<file path="config.mk">
export PLATFORM = sky130hd
export DESIGN_NAME = udp_tx_builder
export DESIGN_NICKNAME = d
export VERILOG_FILES = /design/src/rtl/eth_types_pkg.sv /design/src/rtl/eth_crc32.sv /design/src/rtl/udp_tx_builder.sv
export SDC_FILE = /design/constraint.sdc
export NUM_CORES = 1
export LEC_CHECK = 0
export BUFFER_PORTS_ARGS = -buffer_cell sky130_fd_sc_hd__clkbuf_2
export CAP_MARGIN = 20
export CORE_MARGIN = 4
export CORE_UTILIZATION = 45
export CTS_CLUSTER_SIZE = 14
export DETAILED_ROUTE_END_ITERATION = 12
export PLACE_DENSITY = 0.72
export SYNTH_ARGS = -nofsm -noshare
export SYNTH_HDL_FRONTEND = slang
export SYNTH_SLANG_ARGS = --single-unit
</file>
<file path="constraint.sdc">
create_clock -name clk -period 13.42 [get_ports clk]
set_clock_uncertainty 0.05 [all_clocks]
set_input_delay 3.355 -clock clk [delete_from_list [all_inputs] [get_ports clk]]
set_output_delay 3.355 -clock clk [all_outputs]
set_load 0.01 [all_outputs]
</file>
<file path="src/rtl/eth_types_pkg.sv">
// Shared Ethernet/IPv4/UDP transmit types, constants and checksum/CRC helpers.
// Used by udp_tx_builder and eth_crc32.
package eth_types_pkg;

    typedef enum logic [3:0] {
        IDLE       = 4'd0,
        CSUM       = 4'd1,
        PREAMBLE   = 4'd2,
        ETH_HEADER = 4'd3,
        IP_HEADER  = 4'd4,
        UDP_HEADER = 4'd5,
        PAYLOAD    = 4'd6,
        PAD        = 4'd7,
        FCS        = 4'd8,
        IFG        = 4'd9
    } eth_tx_states;

    localparam logic [7:0]  ETH_PREAMBLE        = 8'h55;
    localparam logic [7:0]  ETH_SFD             = 8'hD5;
    localparam logic [15:0] ETHERTYPE_IPV4      = 16'h0800;
    localparam logic [7:0]  IP_PROTO_UDP        = 8'h11;
    localparam logic [15:0] ETH_MIN_UDP_PAYLOAD = 16'd18;
    localparam logic [31:0] CRC32_POLY          = 32'hEDB88320;
    localparam logic [15:0] ETH_IFG_CYCLES      = 16'd48;

    // Reflected CRC-32 advanced by one byte, least-significant bit first.
    function automatic logic [31:0] crc32_byte(input logic [31:0] crc, input logic [7:0] data);
        logic [31:0] r;
        r = crc ^ {24'h000000, data};
        for (int i = 0; i < 8; i++) begin
            r = r[0] ? ((r >> 1) ^ CRC32_POLY) : (r >> 1);
        end
        return r;
    endfunction

    // Ones-complement fold of a 32-bit word sum, then inversion.
    function automatic logic [15:0] ip_csum_fold(input logic [31:0] sum);
        logic [31:0] s1;
        logic [31:0] s2;
        s1 = {16'h0000, sum[31:16]} + {16'h0000, sum[15:0]};
        s2 = {16'h0000, s1[31:16]} + {16'h0000, s1[15:0]};
        return ~(16'(s2));
    endfunction

endpackage

</file>
<file path="src/rtl/eth_crc32.sv">
// Byte-wise Ethernet CRC-32 register; shared by the transmit builder and the receive FCS check.
module eth_crc32
    import eth_types_pkg::*;
(
    input  logic        clk,
    input  logic        resetn,
    input  logic        init,
    input  logic        en,
    input  logic [7:0]  data,
    output logic [31:0] crc
);

    logic [31:0] r_crc;

    // CRC state: preset on init, otherwise advance one byte when enabled.
    always_ff @(posedge clk or negedge resetn) begin
        if (!resetn) begin
            r_crc <= 32'hFFFF_FFFF;
        end else if (init) begin
            r_crc <= 32'hFFFF_FFFF;
        end else if (en) begin
            r_crc <= crc32_byte(r_crc, data);
        end
    end

    assign crc = r_crc;

endmodule

</file>
<file path="src/rtl/udp_tx_builder.sv">
// Builds a complete Ethernet II / IPv4 / UDP byte stream from a request and a payload stream.
// Build option UDP_TX_IFG_EN: hold busy for a 48-cycle inter-frame gap after the FCS.
module udp_tx_builder
    import eth_types_pkg::*;
#(
    parameter logic [47:0] FPGA_MAC    = 48'h00_1A_2B_3C_4D_5E,
    parameter logic [31:0] FPGA_IP     = 32'hC0_00_02_92,
    parameter logic [15:0] FPGA_PORT   = 16'd5005,
    parameter logic [7:0]  IP_TTL      = 8'd64,
    parameter logic [15:0] MAX_PAYLOAD = 16'd1472
) (
    input  logic        clk,
    input  logic        resetn,
    input  logic        start,
    input  logic [47:0] dest_mac,
    input  logic [31:0] dest_ip,
    input  logic [15:0] dest_port,
    input  logic [15:0] payload_len,
    output logic        busy,
    input  logic [7:0]  payload_in,
    input  logic        payload_in_valid,
    output logic        payload_in_ready,
    output logic [7:0]  tx_byte,
    output logic        tx_valid,
    input  logic        tx_ready,
    output logic        tx_last
);

    eth_tx_states r_state;
    logic [15:0]  r_cnt;
    logic         r_busy;
    logic [7:0]   r_tx_byte;
    logic         r_tx_valid;
    logic         r_tx_last;
    logic         r_tx_crc;
    logic [15:0]  r_ip_id;
    logic [47:0]  r_dest_mac;
    logic [31:0]  r_dest_ip;
    logic [15:0]  r_dest_port;
    logic [15:0]  r_len;
    logic [31:0]  r_csum_acc;
    logic [15:0]  r_ip_csum;

    logic         w_out_free;
    logic         w_start_ok;
    logic         w_crc_init;
    logic         w_crc_en;
    logic         w_pay_last;
    logic         w_pad_last;
    logic         w_short;
    logic [15:0]  w_total_len;
    logic [15:0]  w_udp_len;
    logic [15:0]  w_csum_word;
    logic [111:0] w_eth_hdr;
    logic [159:0] w_ip_hdr;
    logic [63:0]  w_udp_hdr;
    logic [7:0]   w_eth_byte;
    logic [7:0]   w_ip_byte;
    logic [7:0]   w_udp_byte;
    logic [7:0]   w_fcs_byte;
    logic [31:0]  w_crc;
    logic [31:0]  w_crc_cur;

    assign w_out_free  = !r_tx_valid || tx_ready;
    assign w_start_ok  = start && (payload_len >= 16'd1) && (payload_len <= MAX_PAYLOAD);
    assign w_total_len = r_len + 16'd28;
    assign w_udp_len   = r_len + 16'd8;
    assign w_pay_last  = (r_cnt == (r_len - 16'd1));
    assign w_pad_last  = ((r_cnt + r_len) == (ETH_MIN_UDP_PAYLOAD - 16'd1));
    assign w_short     = (r_len < ETH_MIN_UDP_PAYLOAD);

    // Header images, MSByte first; the byte counter walks them from the top.
    assign w_eth_hdr  = {r_dest_mac, FPGA_MAC, ETHERTYPE_IPV4};
    assign w_ip_hdr   = {8'h45, 8'h00, w_total_len, r_ip_id, 16'h4000, IP_TTL, IP_PROTO_UDP,
                         r_ip_csum, FPGA_IP, r_dest_ip};
    assign w_udp_hdr  = {FPGA_PORT, r_dest_port, w_udp_len, 16'h0000};
    assign w_eth_byte = 8'(w_eth_hdr >> {4'd13 - r_cnt[3:0], 3'b000});
    assign w_ip_byte  = 8'(w_ip_hdr >> {5'd19 - r_cnt[4:0], 3'b000});
    assign w_udp_byte = 8'(w_udp_hdr >> {3'd7 - r_cnt[2:0], 3'b000});

    // The byte leaving the output register this cycle is folded in before the FCS is read.
    assign w_crc_en   = r_tx_valid && tx_ready && r_tx_crc;
    assign w_crc_init = (r_state == PREAMBLE) && (r_cnt == 16'd7) && w_out_free;
    assign w_crc_cur  = w_crc_en ? crc32_byte(w_crc, r_tx_byte) : w_crc;
    assign w_fcs_byte = 8'((~w_crc_cur) >> {r_cnt[1:0], 3'b000});

    eth_crc32 u_crc (
        .clk    (clk),
        .resetn (resetn),
        .init   (w_crc_init),
        .en     (w_crc_en),
        .data   (r_tx_byte),
        .crc    (w_crc)
    );

    // IP header word sequence summed during CSUM; the checksum slot counts as zero.
    always_comb begin
        w_csum_word = 16'h0000;
        case (r_cnt[3:0])
            4'd0:    w_csum_word = 16'h4500;
            4'd1:    w_csum_word = w_total_len;
            4'd2:    w_csum_word = r_ip_id;
            4'd3:    w_csum_word = 16'h4000;
            4'd4:    w_csum_word = {IP_TTL, IP_PROTO_UDP};
            4'd5:    w_csum_word = 16'h0000;
            4'd6:    w_csum_word = FPGA_IP[31:16];
            4'd7:    w_csum_word = FPGA_IP[15:0];
            4'd8:    w_csum_word = r_dest_ip[31:16];
            4'd9:    w_csum_word = r_dest_ip[15:0];
            default: w_csum_word = 16'h0000;
        endcase
    end

    // Frame sequencer with registered output byte, valid, last and busy.
    always_ff @(posedge clk or negedge resetn) begin
        if (!resetn) begin
            r_state     <= IDLE;
            r_cnt       <= 16'd0;
            r_busy      <= 1'b0;
            r_tx_byte   <= 8'h00;
            r_tx_valid  <= 1'b0;
            r_tx_last   <= 1'b0;
            r_tx_crc    <= 1'b0;
            r_ip_id     <= 16'd0;
            r_dest_mac  <= 48'd0;
            r_dest_ip   <= 32'd0;
            r_dest_port <= 16'd0;
            r_len       <= 16'd0;
            r_csum_acc  <= 32'd0;
            r_ip_csum   <= 16'd0;
        end else begin
            case (r_state)
                IDLE: begin
                    r_tx_valid <= 1'b0;
                    r_tx_last  <= 1'b0;
                    if (w_start_ok) begin
                        r_dest_mac  <= dest_mac;
                        r_dest_ip   <= dest_ip;
                        r_dest_port <= dest_port;
                        r_len       <= payload_len;
                        r_busy      <= 1'b1;
                        r_csum_acc  <= 32'd0;
                        r_cnt       <= 16'd0;
                        r_state     <= CSUM;
                    end
                end
                CSUM: begin
                    r_csum_acc <= r_csum_acc + {16'h0000, w_csum_word};
                    if (r_cnt == 16'd9) begin
                        r_ip_csum <= ip_csum_fold(r_csum_acc + {16'h0000, w_csum_word});
                        r_cnt     <= 16'd0;
                        r_state   <= PREAMBLE;
                    end else begin
                        r_cnt <= r_cnt + 16'd1;
                    end
                end
                PREAMBLE: begin
                    if (w_out_free) begin
                        r_tx_valid <= 1'b1;
                        r_tx_crc   <= 1'b0;
                        r_tx_byte  <= (r_cnt == 16'd7) ? ETH_SFD : ETH_PREAMBLE;
                        if (r_cnt == 16'd7) begin
                            r_cnt   <= 16'd0;
                            r_state <= ETH_HEADER;
                        end else begin
                            r_cnt <= r_cnt + 16'd1;
                        end
                    end
                end
                ETH_HEADER: begin
                    if (w_out_free) begin
                        r_tx_valid <= 1'b1;
                        r_tx_crc   <= 1'b1;
                        r_tx_byte  <= w_eth_byte;
                        if (r_cnt == 16'd13) begin
                            r_cnt   <= 16'd0;
                            r_state <= IP_HEADER;
                        end else begin
                            r_cnt <= r_cnt + 16'd1;
                        end
                    end
                end
                IP_HEADER: begin
                    if (w_out_free) begin
                        r_tx_valid <= 1'b1;
                        r_tx_crc   <= 1'b1;
                        r_tx_byte  <= w_ip_byte;
                        if (r_cnt == 16'd19) begin
                            r_cnt   <= 16'd0;
                            r_state <= UDP_HEADER;
                        end else begin
                            r_cnt <= r_cnt + 16'd1;
                        end
                    end
                end
                UDP_HEADER: begin
                    if (w_out_free) begin
                        r_tx_valid <= 1'b1;
                        r_tx_crc   <= 1'b1;
                        r_tx_byte  <= w_udp_byte;
                        if (r_cnt == 16'd7) begin
                            r_cnt   <= 16'd0;
                            r_state <= PAYLOAD;
                        end else begin
                            r_cnt <= r_cnt + 16'd1;
                        end
                    end
                end
                PAYLOAD: begin
                    // An upstream gap becomes an idle output cycle rather than an abort.
                    if (w_out_free) begin
                        if (payload_in_valid) begin
                            r_tx_valid <= 1'b1;
                            r_tx_crc   <= 1'b1;
                            r_tx_byte  <= payload_in;
                            if (w_pay_last) begin
                                r_cnt   <= 16'd0;
                                r_state <= w_short ? PAD : FCS;
                            end else begin
                                r_cnt <= r_cnt + 16'd1;
                            end
                        end else begin
                            r_tx_valid <= 1'b0;
                        end
                    end
                end
                PAD: begin
                    if (w_out_free) begin
                        r_tx_valid <= 1'b1;
                        r_tx_crc   <= 1'b1;
                        r_tx_byte  <= 8'h00;
                        if (w_pad_last) begin
                            r_cnt   <= 16'd0;
                            r_state <= FCS;
                        end else begin
                            r_cnt <= r_cnt + 16'd1;
                        end
                    end
                end
                FCS: begin
                    // Count 4 means the last FCS byte is presented; free output means it left.
                    if (w_out_free) begin
                        if (r_cnt == 16'd4) begin
                            r_tx_valid <= 1'b0;
                            r_tx_last  <= 1'b0;
                            r_ip_id    <= r_ip_id + 16'd1;
                            r_cnt      <= 16'd0;
`ifdef UDP_TX_IFG_EN
                            r_state    <= IFG;
`else
                            r_state    <= IDLE;
                            r_busy     <= 1'b0;
`endif
                        end else begin
                            r_tx_valid <= 1'b1;
                            r_tx_crc   <= 1'b0;
                            r_tx_byte  <= w_fcs_byte;
                            r_tx_last  <= (r_cnt == 16'd3);
                            r_cnt      <= r_cnt + 16'd1;
                        end
                    end
                end
                IFG: begin
                    r_tx_valid <= 1'b0;
                    if (r_cnt == (ETH_IFG_CYCLES - 16'd1)) begin
                        r_cnt   <= 16'd0;
                        r_busy  <= 1'b0;
                        r_state <= IDLE;
                    end else begin
                        r_cnt <= r_cnt + 16'd1;
                    end
                end
                default: begin
                    r_tx_valid <= 1'b0;
                    r_tx_last  <= 1'b0;
                    r_busy     <= 1'b0;
                    r_cnt      <= 16'd0;
                    r_state    <= IDLE;
                end
            endcase
        end
    end

    assign busy             = r_busy;
    assign tx_byte          = r_tx_byte;
    assign tx_valid         = r_tx_valid;
    assign tx_last          = r_tx_last;
    assign payload_in_ready = (r_state == PAYLOAD) && w_out_free;

endmodule

</file>
Word-level counts from Yosys, hierarchy flattened
Index checks and enable logic that the tools add are counted.
{"block": "word_totals", "input_bits": 125, "reg_bits": 240, "output_inout_bits": 12}
{"block": "classes", "muxes": 81, "reduce_logical": 30, "n_bitwise": 14, "n_lt_le_gt_ge": 3, "addsub": 12, "n_eq_ne": 48, "shifts": 4}
{"cell": "32-bit two-way mux", "count": 11}
{"cell": "16-bit one-hot mux with 9 select lines", "count": 2}
{"cell": "16-bit two-way mux", "count": 16}
{"cell": "159-bit by 8-bit >> shifter with 8-bit output", "count": 1}
{"cell": "13-bit inverter with 14-bit output", "count": 8}
{"cell": "112-bit by 7-bit >> shifter with 8-bit output", "count": 1}
{"cell": "8-bit two-way mux", "count": 10}
{"cell": "4-bit two-way mux", "count": 19}
{"cell": "32-bit one-hot mux with 2 select lines", "count": 1}
{"cell": "61-bit by 6-bit >> shifter with 8-bit output", "count": 1}
{"cell": "8-bit one-hot mux with 7 select lines", "count": 1}
{"cell": "4-bit one-hot mux with 10 select lines", "count": 1}
{"cell": "2-bit != test, second input constant", "count": 18}
{"cell": "16-bit by 1-bit adder with 16-bit output, second input constant", "count": 2}
{"cell": "32-bit by 16-bit adder with 32-bit output", "count": 1}
{"cell": "16-bit by 3-bit equality test with 1-bit output, second input constant", "count": 2}
{"cell": "16-bit by 4-bit equality test with 1-bit output, second input constant", "count": 2}
{"cell": "16-bit by 5-bit equality test with 1-bit output, second input constant", "count": 2}
{"cell": "32-bit inverter", "count": 1}
{"cell": "32-bit by 5-bit >> shifter with 8-bit output", "count": 1}
{"cell": "32-bit by 8-bit XOR with 32-bit output", "count": 1}
{"cell": "4-bit by 3-bit equality test with 1-bit output, second input constant", "count": 7}
{"cell": "18-bit AND reduction", "count": 1}
{"cell": "16-bit by 16-bit adder with 17-bit output", "count": 1}
{"cell": "other kinds (42)", "count": 81}

Depth between registers and ports, before layout
Gate-level depths: netlist of the first run.
{"block": "depth", "depth_word": 23, "depth_mapped": 40, "mapped_depth_nobuf": 35}

Cells and area by module
A second synthesis of the first run with hierarchy kept.
{"block": "hier_totals", "cells_unflattened": 1936, "area_unflattened_um2": 17902.2}
{"module": "udp_tx_builder", "area_each_um2": 15823.9, "instances": 1, "seq_area_each_um2": 5205.0, "cells_per_inst": 1744}
{"module": "eth_crc32", "area_each_um2": 2078.2, "instances": 1, "seq_area_each_um2": 840.8, "cells_per_inst": 192}

Worst setup path after synthesis of the first run
Ideal clock, no wire load.
{"block": "synth_timing", "path_kind": "flip-flop to flip-flop", "from": "reg r_cnt[1]", "to": "reg r_ip_csum[15]", "synth_period_minus_slack_ps": 7974, "slack_ps": 5446, "t_arrival_ps": 7832, "stages_incl_launch_ff": 40, "cell_sequence": "dfrtp_1 clkbuf_1 inv_2 buf_1 ha_1 clkbuf_1 and2_1 clkbuf_1 clkbuf_1 a32oi_1 nand3_1 ha_1 inv_1 fa_1 nor2b_1 o21a_1 o21ai_0 a21oi_1 (+4 left out) o21ai_0 xnor2_1 ha_1 and3_4 a21bo_2 a21oi_1 a211o_1 a21oi_1 nor2b_1 o21ai_0 nand2b_1 ha_1 and3_1 nand3_1 or4_4 o31a_1 o21a_1 o31ai_2"}
{"block": "synth_via", "elab_chain_cells": 6, "word_cells_on_any_way": 16, "cone_classes": "3 x add/sub; 9 x eq/ne; 1 x mux; 1 x bitwise; 2 x reduce/logical"}
{"element": "start, declared", "line_no": "udp_tx_builder.sv:30", "text": "logic [15:0] r_cnt;"}
{"element": "start signal, assigned", "line_no": "udp_tx_builder.sv:154", "text": "r_cnt <= r_cnt + 16'd1;"}
{"element": "start signal, assigned", "line_no": "udp_tx_builder.sv:166", "text": "r_cnt <= r_cnt + 16'd1;"}
{"element": "start signal, assigned", "line_no": "udp_tx_builder.sv:179", "text": "r_cnt <= r_cnt + 16'd1;"}
{"element": "4-bit equality test, or another cell as far along", "line_no": "udp_tx_builder.sv:99", "text": "case (r_cnt[3:0])"}
{"element": "16-bit one-hot mux with 9 select lines", "line_no": "udp_tx_builder.sv:99"}
{"element": "32-bit by 16-bit adder with 32-bit output", "line_no": "udp_tx_builder.sv:150", "text": "r_ip_csum <= ip_csum_fold(r_csum_acc + {16'h0000, w_csum_word});"}
{"element": "16-bit by 16-bit adder with 17-bit output", "line_no": "eth_types_pkg.sv:40", "text": "s1 = {16'h0000, sum[31:16]} + {16'h0000, sum[15:0]};"}
{"element": "1-bit by 16-bit adder with 16-bit output", "line_no": "eth_types_pkg.sv:41", "text": "s2 = {16'h0000, s1[31:16]} + {16'h0000, s1[15:0]};"}
{"element": "16-bit inverter", "line_no": "eth_types_pkg.sv:42", "text": "return ~(16'(s2));"}
{"element": "end signal, assigned", "line_no": "udp_tx_builder.sv:150"}
{"element": "end, declared", "line_no": "udp_tx_builder.sv:42", "text": "logic [15:0] r_ip_csum;"}
Parallel ways exist; a longest one is shown, timed or not.
A chain may end at the register's enable or synchronous reset.

Worst setup path in the final report of the first run
{"block": "layout_timing", "from": "reg r_cnt[0]", "to": "reg r_ip_csum[15]"}
The elaborated chain is that of the path after synthesis.

==> results of run 1 <==
power breakdown:
part	leakage, nW	total, mW	internal (mW)	switching [mW]
logic	5.20	2.37	0.892	1.47
registers	2.97	0.789	0.742	0.0472
clock network	0.505	0.868	0.540	0.328
total	8.68	4.02	2.17	1.85
worst min-delay path: cells and delay by family (launching register included):
kind             cells  cell delay, ns
AND/OR/NAND/NOR      1            0.04
AO/OA/AOI/OAI        1            0.06
flip-flops           1            0.34
area by class of cell:
cell class / count / area share
well taps: 504 / 0.0331
flip-flops and latches: 240 / 0.317
repair buffers: 150 / 0.0417
clock buffers: 35 / 0.0402
clock inverters: 17 / 0.0148
inverters: 48 / 0.00945
multi-input cells: 1455 / 0.544
path summary, 6_finish.rpt:
path | to | slack [ns] | cells after the start
hold reg to reg | r_ip_csum[3] | 0.43 | 2
setup reg to reg | r_ip_csum[15] | 4.90 | 33
hold / removal | r_ip_csum[3] | 0.43 | 2
setup / recovery | r_ip_csum[15] | 4.90 | 33
min in group asynchronous | r_len[10] | 2.81 | 1
max in group asynchronous | r_ip_id[3] | 9.03 | 2
registers in the layout, summed over array words and instances, names as in the netlist:
name	count
busy	1
r_cnt	16
r_csum_acc	32
r_dest_ip	32
r_dest_mac	48
r_dest_port	16
r_ip_csum	16
r_ip_id	16
r_len	16
r_state	4
r_tx_crc	1
tx_byte	8
tx_last	1
tx_valid	1
u_crc.crc	32
per-layer routing:
layer	GRT usage	routed length [um]
met3	0.0347	3440
met1	0.336	22100
met4	0.0616	1410
met2	0.409	24600
met5	0	0
synth_stat cells, types with 13 or more instances:
cell / n
nand4_1: 13
nor2b_1: 14
dfstp_2: 32
xor2_1: 59
buf_1: 13
a21o_1: 21
a22oi_1: 15
dfrtp_1: 208
o211ai_1: 18
o21ai_0: 101
a21oi_1: 126
nor3_1: 43
mux2_2: 116
mux2i_1: 27
nand3_1: 54
and3_1: 16
nand2_1: 200
mux4_2: 21
nor2_1: 158
inv_1: 45
nor4_1: 16
xnor2_1: 128
clkbuf_1: 80
ha_1: 67
nand2b_1: 18
metrics by stage:
step | instances | utilization | worst slack, ns
after floorplan | 1845 | - | 5.45
after global placement | 2397 | 0.488 | 5.20
after detailed placement | 2397 | 0.488 | 5.05
after CTS | 2449 | 0.516 | 5.07
after global routing | 2449 | 0.516 | 4.23
final | 2449 | 0.516 | 4.90
kinds of logic after synthesis:
kind of cell             share of synthesized area
AND/OR/NAND/NOR                              0.157
AO/OA/AOI/OAI                                0.174
flip-flops                                   0.356
XOR/XNOR                                     0.105
multiplexers                                 0.121
buffers and inverters                       0.0343
adder cells (fa/ha/maj)                     0.0529
==> results.ini, run 1 <==
[clocking]
cts-root-buf = clkbuf_16
tritoncts = done
postCtsHoldBufs = 0
clk_latency_ns = 0.58
ctsResizeCount = 0
cts_inserted_buffers = 28
cts_sinks = 240
clockBufferDepth = 3
post_cts_buffers = 0
clk_pin_slew_ns = 0.06
h-tree-depth = 1

[timing]
slew_viol_final = 0
hold_viol = 0
tns_ns = 0
setup_viol_count_final = 0
worstMarginPinSlew_ns = 1.02
fin_crit_sh = 0.635
max_freq_mhz = 117
hold_ws_ns = 0.428
rsz0062_at_grt = no
period_needed_ns = 8.52
relSlewSlack = 0.313

[global_route]
grt_antenna_before_repair = 0
grt-ovfl-total = 0
grt_use_total = 0.244
grt_pass1_wl_um = 81700
grt_start_max_net_pins = 103
grt_pass1_vias = 14600

[power_and_ir_drop]
vdd_drop_max_mv = 0.245
leakagePower_nw = 8.68
p_total_mw = 4.02
power.density_nw_per_um2 = 211

[drt]
drc = 0
avgRoutedWirePerCell_um = 21.0
drt_first_pass_iters = 8
wl_um = 51500
viasPerCell = 6.06
drt_iter0_drc = 1418
vias = 14800
ant_nets = 0

[setup_path]
rr_startpoint = r_cnt[0]
start_kind = register
crit_family = compound AO/OA/AOI/OAI gates
max_stage_delay_ns = 0.60
end_kind = register
cp.buffers_inverters = 2
cp.arrival_ns = 8.96
criticalPathCategory = reg2reg
crit_required_ns = 13.85
slowest_stage = dfrtp_4
critPathMaxFanout = 27
crit_start = r_cnt[0]
cpMostUsedCell = ha_1

[synthesis]
ys_warn_count = 0
syn_area_um2 = 17000
yosysSeqAreaShare = 0.356
synth_top_area_share = 0.307
synth_edf_count = 0
synth_nets = 2040
netlist_instances = 1845
async_reset_ff_frac = 1.00
ys_ff_latch = 240
synth_cell_types = 90
syn_avg_cell_area_um2 = 9.20
synth_top_area_cell = dfrtp_1
synthFlopType = dfrtp_1
synth.area.top_cells = dfrtp_1 31%, mux2_2 7.7%, xnor2_1 6.6%, dfstp_2 5.0%, ha_1 4.9%

[hold_path]
worstHoldPathType = reg2reg
min_from = r_ip_csum[3]

[floorplan]
initial_core_util = 0.459
std_cell_rows = 70
ioPinCount = 137
core_area_um2 = 37000
fp.dieW_um = 202
die_height_um = 202
dieArea_um2 = 40900

[finish]
final_common_cell = dfrtp_1
drive_gt1_frac = 0.206
antenna_cells = 0
final_area_um2 = 19100
fin_nets = 2118
final_cell_mix = 206 x dfrtp_1, 200 x nand2_1, 157 x nor2_1
regArea_um2 = 6050
multi_input_area_um2 = 10400
syn_to_final_growth_pct = 12.3
num-fill-cells = 3450

[placed_design]
gp_congestion = 0.944
portBuffers = 136
dpl_cell_area_um2 = 18000
dp_hpwl_um = 38300

[run]
cap_violations = 0

[run_status]
status = finished clean

Note: power is estimated with default switching activity, not from simulation.
==> inputs of run 2 (changes only) <==
Settings changed: PLACE_DENSITY 0.72 to 0.74.
Clock period 13.42 ns to 7.6 ns, I/O delays scaled along.
==> run 2 against run 1 <==
Net effect: sequential power grew 75%; register-to-register slack worse by 4.5 ns; non-clock buffer count up 40; critical path type unchanged.
==> results.ini, run 2 (same netlist as run 1, synthesis figures left out) <==
[power_and_ir_drop]
pwr-share-comb = 0.599
p_seq_frac = 0.195
power.density_nw_per_um2 = 365
clkPwrFrac = 0.206
leakagePower_nw = 8.87
p_int_mw = 3.88
swShare = 0.453
p_switching_mw = 3.21
vdd_drop_max_mv = 0.391

[hold_path]
worstHoldPathType = reg2reg

[drt]
ant_nets = 0
wl_um = 51800
drt_first_pass_iters = 7
drc = 0
avgRoutedWirePerCell_um = 20.8
vias = 15000
viasPerCell = 6.02
drt_iter0_drc = 1656

[run]
cap_violations = 0

[finish]
antenna_cells = 0
final_common_cell = dfrtp_1
final_cell_mix = 204 x dfrtp_1, 200 x nand2_1, 155 x nor2_1
largest_reg_flops = 48
fin_nets = 2158
syn_to_final_growth_pct = 14.2
final_util = 0.525
drive_gt1_frac = 0.230
instances_no_fill = 2488
top_register = r_dest_mac
num-fill-cells = 3460

[timing]
setup_ws_ns = 0.410
max_freq_mhz = 139
fin_crit_sh = 0.946
hold_viol = 0
slew_viol_final = 0
worstMarginPinSlew_ns = 1.18
period_needed_ns = 7.19
setup_viol_count_final = 0
relSlewSlack = 0.191

[floorplan]
die_height_um = 202
std_cell_rows = 70
fp.dieW_um = 202
initial_core_util = 0.459
ioPinCount = 137
dieArea_um2 = 40900
core_area_um2 = 37000

[setup_path]
cpMostUsedCell = a21o_1
critPathMaxFanout = 8
cp.arrival_ns = 7.56
end_kind = register
slowest_stage = or4_4
max_stage_delay_ns = 0.56
criticalPathCategory = reg2reg
crit_required_ns = 7.97
start_kind = register

[global_route]
grt_pass1_wl_um = 81700
grt_antenna_before_repair = 0
grt_use_total = 0.245
grt_start_max_net_pins = 131
grt-ovfl-total = 0
grt_pass1_vias = 14800

[clocking]
cts-root-buf = clkbuf_16
tritoncts = done
postCtsHoldBufs = 0
clockBufferDepth = 3
clk_pin_slew_ns = 0.06
cts_sinks = 240
h-tree-depth = 1
cts_inserted_buffers = 28
clk_latency_ns = 0.57

[placed_design]
gp_congestion = 0.973
placedCellCount = 2434
dp_hpwl_um = 39100
portBuffers = 136
dp_slack_ns = 0.244

[run_status]
status = finished clean

run 2: cell types whose count changed in the layout (fill, tap and decap cells not counted), moves of 3 or more:
cell     before  now
a21oi_2       0    4
buf_4        14   52
a21oi_1     126  122
o21ai_1       4    7
o21ai_0     101   98
run 2: repair_timing:
action	4_1_cts	5_1_grt
setup endpoints to repair	0	10
resized for setup	0	18
setup buffers	0	2
run 2: cell type report:
type,count,area (um^2),share of cell area
well taps,504,631,0.0325
multi-input cells,1455,10400,0.537
clock inverters,19,251,0.0130
repair buffers,190,1120,0.0575
flip-flops and latches,240,6050,0.312
clock buffers,32,746,0.0384
inverters,48,180,0.00929
run 2: critical path: cells and delay by family, from the launching register on:
| kind | cells | cell delay [ns] |
|---|---|---|
| AO/OA/AOI/OAI | 16 | 3.07 |
| XOR/XNOR | 2 | 0.32 |
| adder cells (fa/ha/maj) | 4 | 0.93 |
| buffers and inverters | 2 | 0.20 |
| flip-flops | 1 | 0.46 |
| AND/OR/NAND/NOR | 10 | 1.99 |
run 2: power by group through the flow:
stage | sequential (mW) | clock [mW] | combinational (mW)
after floorplan | 1.37 | 0 | 3.06
after global placement | 1.40 | 0 | 4.01
after detailed placement | 1.40 | 0 | 4.06
after CTS | 1.38 | 1.48 | 4.08
after global routing | 1.38 | 1.54 | 4.64
final | 1.38 | 1.46 | 4.25
run 2: final timing paths:
check / from / endpoint / slack (ns) / cells after the start
setup reg to reg: r_len[2] / r_ip_csum[15] / 0.41 / 34
hold reg to reg: r_ip_csum[11] / r_ip_csum[11] / 0.43 / 2
min in group asynchronous: resetn / r_csum_acc[20] / 1.30 / 1
max in group asynchronous: resetn / r_dest_mac[37] / 4.93 / 2
setup / recovery: r_len[2] / r_ip_csum[15] / 0.41 / 34
hold / removal: r_ip_csum[11] / r_ip_csum[11] / 0.43 / 2
run 2: stage by stage:
stage | total power [mW] | hold WS [ns] | TNS (ns) | instance area, um^2
4_1_cts | 6.94 | 0.433 | 0 | 19300
5_1_grt | 7.56 | 0.454 | -0.0169 | 19400
3_5_place_dp | 5.46 | 0.420 | 0 | 18300
3_3_place_gp | 5.41 | 0.412 | 0 | 18300
6_report | 7.09 | 0.430 | 0 | 19400
2_1_floorplan | 4.43 | 0.399 | 0 | 17000
run 2: metal layers:
| layer | part of all wire | routed length (um) | up-vias | global-route usage |
|---|---|---|---|---|
| li1 | - | - | 6909 | - |
| met1 | 0.42 | 21700 | 7255 | 0.328 |
| met2 | 0.46 | 24000 | 670 | 0.400 |
| met3 | 0.078 | 4060 | 148 | 0.0459 |
| met4 | 0.040 | 2090 | 0 | 0.0866 |
| met5 | 0 | 0 | - | 0 |
